===== src/rtl/fdtd_ez_writeback_if.sv =====
// rtl/fdtd_ez_writeback_if.sv - data-select request/sample and Ez memory write bundle
interface fdtd_ez_writeback_if #(
  parameter int FDTD_DATA_WIDTH = 80,
  parameter int ADDR_WIDTH      = 6
);
  logic                              calc_Ez_en_o;
  logic                              calc_src_en_o;
  logic signed [FDTD_DATA_WIDTH-1:0] Ez_n_i;
  logic                              mem_we_o;
  logic [ADDR_WIDTH-1:0]             mem_addr_o;
  logic signed [FDTD_DATA_WIDTH-1:0] mem_wdata_o;
  logic                              mem_ready_i;

  // Sweep controller side: issues requests, consumes samples, writes memory
  modport master (
    output calc_Ez_en_o, calc_src_en_o, mem_we_o, mem_addr_o, mem_wdata_o,
    input  Ez_n_i, mem_ready_i
  );

  // Select stage plus field memory side
  modport slave (
    input  calc_Ez_en_o, calc_src_en_o, mem_we_o, mem_addr_o, mem_wdata_o,
    output Ez_n_i, mem_ready_i
  );
endinterface


===== src/rtl/fdtd_ez_writeback.sv =====
// rtl/fdtd_ez_writeback.sv - Ez sweep controller with write-back FIFO
module fdtd_ez_writeback #(
  parameter int FDTD_DATA_WIDTH = 80,
  parameter int NX              = 64,
  parameter int ADDR_WIDTH      = 6,
  parameter int FIFO_DEPTH      = 4
) (
  input  logic                  CLK,
  input  logic                  RST,
  input  logic                  start_i,
  input  logic [ADDR_WIDTH-1:0] src_addr_i,
  output logic                  busy_o,
  output logic                  done_o,
  fdtd_ez_writeback_if.master   bus
);
  localparam int PTR_W = $clog2(FIFO_DEPTH);
  localparam int CNT_W = PTR_W + 1;
  localparam logic [ADDR_WIDTH-1:0] LAST_CELL = ADDR_WIDTH'(NX - 1);
  localparam logic [CNT_W-1:0]      FIFO_FULL = CNT_W'(FIFO_DEPTH);

  typedef enum logic [1:0] {
    S_IDLE,
    S_ISSUE,
    S_DRAIN,
    S_DONE
  } state_t;

  state_t                     r_state;
  state_t                     w_state_nxt;
  logic [ADDR_WIDTH-1:0]      r_cell;
  logic [ADDR_WIDTH-1:0]      r_src_addr;
  logic [ADDR_WIDTH-1:0]      r_fifo_addr [FIFO_DEPTH];
  logic [FDTD_DATA_WIDTH-1:0] r_fifo_data [FIFO_DEPTH];
  logic [PTR_W-1:0]           r_wr_ptr;
  logic [PTR_W-1:0]           r_rd_ptr;
  logic [CNT_W-1:0]           r_count;

  logic w_start;
  logic w_issue;
  logic w_is_src;
  logic w_nempty;
  logic w_pop;

  // Issue gating uses only the registered count, so a same-cycle pop never
  // frees a slot for an extra request.
  assign w_start  = (r_state == S_IDLE) && start_i;
  assign w_issue  = (r_state == S_ISSUE) && (r_count < FIFO_FULL);
  assign w_is_src = (r_cell == r_src_addr);
  assign w_nempty = (r_count != '0);
  assign w_pop    = w_nempty && bus.mem_ready_i;

  assign bus.calc_src_en_o = w_issue && w_is_src;
  assign bus.calc_Ez_en_o  = w_issue && !w_is_src;

  // Head is masked to zero when empty so the write bus is quiet at reset.
  assign bus.mem_we_o    = w_nempty;
  assign bus.mem_addr_o  = w_nempty ? r_fifo_addr[r_rd_ptr] : '0;
  assign bus.mem_wdata_o = w_nempty ? r_fifo_data[r_rd_ptr] : '0;

  assign busy_o = (r_state == S_ISSUE) || (r_state == S_DRAIN);
  assign done_o = (r_state == S_DONE);

  // State register
  always_ff @(posedge CLK) begin
    if (RST) begin
      r_state <= S_IDLE;
    end else begin
      r_state <= w_state_nxt;
    end
  end

  // Next-state logic for the sweep sequence
  always_comb begin
    w_state_nxt = r_state;
    case (r_state)
      S_IDLE:  if (start_i) w_state_nxt = S_ISSUE;
      S_ISSUE: if (w_issue && (r_cell == LAST_CELL)) w_state_nxt = S_DRAIN;
      S_DRAIN: if (!w_nempty) w_state_nxt = S_DONE;
      S_DONE:  w_state_nxt = S_IDLE;
      default: w_state_nxt = S_IDLE;
    endcase
  end

  // Cell counter and source-cell latch, both restarted on an accepted start
  always_ff @(posedge CLK) begin
    if (RST) begin
      r_cell     <= '0;
      r_src_addr <= '0;
    end else if (w_start) begin
      r_cell     <= '0;
      r_src_addr <= src_addr_i;
    end else if (w_issue) begin
      r_cell     <= r_cell + 1'b1;
    end
  end

  // FIFO storage: each issued request captures its cell index and sample
  always_ff @(posedge CLK) begin
    if (w_issue) begin
      r_fifo_addr[r_wr_ptr] <= r_cell;
      r_fifo_data[r_wr_ptr] <= bus.Ez_n_i;
    end
  end

  // FIFO pointers and occupancy; push and pop together keep the count
  always_ff @(posedge CLK) begin
    if (RST) begin
      r_wr_ptr <= '0;
      r_rd_ptr <= '0;
      r_count  <= '0;
    end else begin
      if (w_issue) r_wr_ptr <= r_wr_ptr + 1'b1;
      if (w_pop)   r_rd_ptr <= r_rd_ptr + 1'b1;
      case ({w_issue, w_pop})
        2'b10:   r_count <= r_count + 1'b1;
        2'b01:   r_count <= r_count - 1'b1;
        default: r_count <= r_count;
      endcase
    end
  end
endmodule


===== src/flat_wrapper.sv =====
// flat-port wrapper written by rule: the top's interface ports become plain ports
module fdtd_ez_writeback_flat 
#(
  parameter int FDTD_DATA_WIDTH = 80,
  parameter int NX              = 64,
  parameter int ADDR_WIDTH      = 6,
  parameter int FIFO_DEPTH      = 4
)
  (CLK, RST, start_i, src_addr_i, busy_o, done_o, bus_calc_Ez_en_o, bus_calc_src_en_o, bus_mem_we_o, bus_mem_addr_o, bus_mem_wdata_o, bus_Ez_n_i, bus_mem_ready_i);
  fdtd_ez_writeback_if #(.FDTD_DATA_WIDTH(FDTD_DATA_WIDTH), .ADDR_WIDTH(ADDR_WIDTH)) bus_i ();
  input  logic CLK;
  input  logic RST;
  input  logic start_i;
  input  logic [ADDR_WIDTH-1:0] src_addr_i;
  output logic busy_o;
  output logic done_o;
  output wire logic [$bits(bus_i.calc_Ez_en_o)-1:0] bus_calc_Ez_en_o;
  output wire logic [$bits(bus_i.calc_src_en_o)-1:0] bus_calc_src_en_o;
  output wire logic [$bits(bus_i.mem_we_o)-1:0] bus_mem_we_o;
  output wire logic [$bits(bus_i.mem_addr_o)-1:0] bus_mem_addr_o;
  output wire logic [$bits(bus_i.mem_wdata_o)-1:0] bus_mem_wdata_o;
  input wire logic [$bits(bus_i.Ez_n_i)-1:0] bus_Ez_n_i;
  input wire logic [$bits(bus_i.mem_ready_i)-1:0] bus_mem_ready_i;
  assign bus_calc_Ez_en_o = bus_i.calc_Ez_en_o;
  assign bus_calc_src_en_o = bus_i.calc_src_en_o;
  assign bus_mem_we_o = bus_i.mem_we_o;
  assign bus_mem_addr_o = bus_i.mem_addr_o;
  assign bus_mem_wdata_o = bus_i.mem_wdata_o;
  assign bus_i.Ez_n_i = bus_Ez_n_i;
  assign bus_i.mem_ready_i = bus_mem_ready_i;
  fdtd_ez_writeback #(.FDTD_DATA_WIDTH(FDTD_DATA_WIDTH), .NX(NX), .ADDR_WIDTH(ADDR_WIDTH), .FIFO_DEPTH(FIFO_DEPTH)) u_core (.CLK(CLK), .RST(RST), .start_i(start_i), .src_addr_i(src_addr_i), .busy_o(busy_o), .done_o(done_o), .bus(bus_i));
endmodule

===== config.mk =====
export PLATFORM = sky130hd
export DESIGN_NAME = fdtd_ez_writeback_flat
export DESIGN_NICKNAME = d
export VERILOG_FILES = /design/src/rtl/fdtd_ez_writeback_if.sv /design/src/rtl/fdtd_ez_writeback.sv /design/src/flat_wrapper.sv
export SDC_FILE = /design/constraint.sdc
export NUM_CORES = 1
export LEC_CHECK = 0
export BUFFER_PORTS_ARGS = -buffer_cell sky130_fd_sc_hd__buf_2
export CAP_MARGIN = 20
export CELL_PAD_IN_SITES_DETAIL_PLACEMENT = 1
export CELL_PAD_IN_SITES_GLOBAL_PLACEMENT = 1
export CORE_MARGIN = 3
export CORE_UTILIZATION = 45
export DETAILED_ROUTE_END_ITERATION = 12
export GPL_TIMING_DRIVEN = 0
export MAX_ROUTING_LAYER = met4
export PLACE_DENSITY_LB_ADDON = 0.1
export SLEW_MARGIN = 20
export SYNTH_ARGS = -nofsm -noshare
export SYNTH_HDL_FRONTEND = slang
export SYNTH_SLANG_ARGS = --single-unit
export TNS_END_PERCENT = 20

===== constraint.sdc =====
create_clock -name CLK -period 3.8 [get_ports CLK]
set_input_delay 0.57 -clock CLK [delete_from_list [all_inputs] [get_ports CLK]]
set_output_delay 0.57 -clock CLK [all_outputs]
set_load 0.05 [all_outputs]

==> flow_summary_export.csv <==
group,metric,value,unit
clock_network,htree_levels,2,
worst_setup_path,critPathMaxFanout,10,
clock_network,cts_buffers,39,
drt,wl_per_cell,22.5,um
job,cap_violations,0,
power,powerDensity,819,nW/um2
floorplan,pin_count,181,
drt,dr.pass1.iters,4,
drt,drt_iter0_drc,607,
drt,ant_nets,0,
clock_network,cts_tree,"built",
layout,final_common_cell,"edfxtp_1",
layout,final_cell_mix,"edfxtp_1 (344), buf_2 (187), and2_1 (87)",
clock_network,cts_hold_buf,0,
clock_network,clk_pin_slew_worst_paths,0.06,ns
sta,worst_pin_slew,0.750,ns
sta,rsz0062_at_grt,"no",
floorplan,die_w,183,um
sta,hold_violations,0,
logic_synthesis,syn-num-nets,779,
sta,relSlewSlack,0.500,
logic_synthesis,yosys_warnings,0,
logic_synthesis,netlist_instances,678,
layout,synthToLayoutAreaGrowth,19.9,%
sta,setup_viol,0,
logic_synthesis,ys_seq_area_frac,0.762,
layout,nNetsFinal,1005,
layout,fin_area,17000,um2
layout,final_util,0.551,
sta,finalCriticalPeriod,3.21,ns
sta,skew,0.0153,ns
sta,period_share,0.846,
floorplan,die-area,33600,um2
placement,dp_slack,1.02,ns
worst_setup_path,worstPathArrival,2.64,ns
drt,drc,0,
placement,gp_congestion,0.739,
logic_synthesis,ys_seq_elements,367,
drt,viasPerCell,5.27,
placement,io_buffers,178,
global_route,antenna_found_initial,3,
layout,multi_input_area,3120,um2
global_route,grt_max_degree,45,
layout,drive_gt1_frac,0.369,
logic_synthesis,syn_area,14200,um2
global_route,grt_pass1_wl,46.1,mm
sta,clock.fmax,0.311,GHz
layout,register_area,10800,um2
global_route,grt.overflow.total,0,
clock_network,cts.sinks,367,
placement,place_area,15800,um2
clock_network,post-cts-setup-buffers,0,
clock_network,clock_path_buffers,3,
drt,via_count,7013,
clock_network,cts-root-buf,"clkbuf_16",
floorplan,rows,64,
floorplan,core,30800,um2
global_route,grt_pass1_vias,7916,
floorplan,initial_core_util,0.460,
drt,wirelength,29.9,mm
logic_synthesis,synth.distinct_cells,31,
status,status,"finished clean",
worst_setup_path,critPathKind,"reg -> out",
min_path,hp-class,"in -> reg",
worst_setup_path,end_kind,"output pin",
placement,hpwl,19.1,mm
global_route,grt_usage,0.186,
clock_network,post_cts_resized,0,
sta,slew_violations,0,
worst_setup_path,crit_required,3.23,ns
worst_setup_path,start_kind,"register",
floorplan,fp.dieH,183,um
logic_synthesis,syn_avg_cell_area,20.9,um2
power,leakagePower,5.88,nW
layout,fillers,2762,
sta,finalWorstSetupSlack,0.586,ns
clock_network,clk_latency,0.51,ns
power,ir_drop,0.548,mV
-- cell type report --
type                            count  area share
Clock inverter                     16     0.00913
Tap cell                          396      0.0292
Buffer                             35      0.0138
Sequential cell                   367       0.635
Multi-Input combinational cell    268       0.184
Clock buffer                       53      0.0630
Antenna cell                        3    0.000442
Timing Repair Buffer              185      0.0638
Inverter                            8     0.00177
-- registers in the layout, indices dropped and copies added (netlist names), named ones only --
register and count:
u_core.r_cell 6, u_core.r_count 3, u_core.r_fifo_addr 24, u_core.r_fifo_data 320
u_core.r_rd_ptr 2, u_core.r_src_addr 6, u_core.r_state 2, u_core.r_wr_ptr 2
-- stage by stage --
stage | total power [W] | instances | hold slack [ns] | setup TNS [ns]
after global routing | 0.0146 | 1331 | 0.253 | 0
final | 0.0139 | 1331 | 0.267 | 0
after floorplan | 0.00908 | 678 | 0.448 | 0
after detailed placement | 0.0104 | 1259 | 0.475 | 0
after global placement | 0.0103 | 1252 | 0.462 | -562.22
after CTS | 0.0141 | 1328 | 0.241 | 0
-- worst max-delay path, stage by stage, from the launching register on --
cell and delay [ns]:
dfxtp_1 0.38, or3_1 0.13, buf_4 0.24, clkbuf_1 0.44
clkbuf_1 0.45, and2_1 0.22, buf_2 0.27
-- where the power goes --
part           total (W)  internal (W)  switching, W  leakage, nW
clock network    0.00364       0.00218       0.00147        0.597
registers        0.00512       0.00498      0.000141         3.31
logic            0.00515       0.00164       0.00351         1.97
-- cells in the mapped netlist --
library cell	count	area share
o21ai_0	3	0.0011
or3_1	3	0.0013
and4_1	1	0.00062
buf_2	9	0.0032
xor2_1	9	0.0056
nor2_1	12	0.0032
a21oi_1	13	0.0046
dfxtp_1	23	0.033
a21o_1	1	0.00053
a211oi_1	1	0.00053
ha_1	10	0.0088
inv_1	8	0.0021
xnor2_1	6	0.0037
nand2_1	13	0.0034
nor4_1	1	0.00044
clkbuf_1	19	0.0050
nand2b_1	1	0.00044
edfxtp_1	344	0.73
mux4_2	86	0.14
nor2b_1	2	0.00088
buf_4	1	0.00053
nand4_1	1	0.00044
a31oi_1	1	0.00044
fa_1	1	0.0014
nand4b_1	1	0.00062
a21oi_4	1	0.0011
nor3_1	1	0.00035
buf_6	1	0.00079
and2_1	91	0.040
nand3_1	9	0.0032
buf_12	5	0.0071
-- logic make-up after synthesis --
group                      count (synthesis)  synth area share
muxes                                     86             0.137
adders and majority gates                 11            0.0102
and+or+nand+nor                          136            0.0551
buffers and inverters                     43            0.0187
xor gates and xnor gates                  15           0.00927
AOI/OAI and AO/OA                         20           0.00830
DFF                                      367             0.762
-- worst paths after layout --
| path | to | startpoint | slack, ns | depth (start not counted) |
|---|---|---|---|---|
| worst max register to register | u_core.r_fifo_data[1][31] | u_core.r_state[1] | 1.10 | 6 |
| worst max-delay path | bus_mem_wdata_o[62] | u_core.r_count[2] | 0.59 | 6 |
| worst min-delay path | u_core.r_fifo_data[1][36] | bus_Ez_n_i[36] | 0.27 | 1 |
| worst min register to register | u_core.r_src_addr[1] | u_core.r_src_addr[1] | 0.49 | 2 |
-- per-layer routing --
layer / vias to the layer above / GRT usage / part of all wire
met2: 169 / 0.323 / 0.53
met5: - / - / 0
met4: 0 / 0.0390 / 0.014
met1: 3662 / 0.229 / 0.41
li1: 3141 / - / -
met3: 41 / 0.0368 / 0.049
Note: power is estimated with default switching activity, not from simulation.
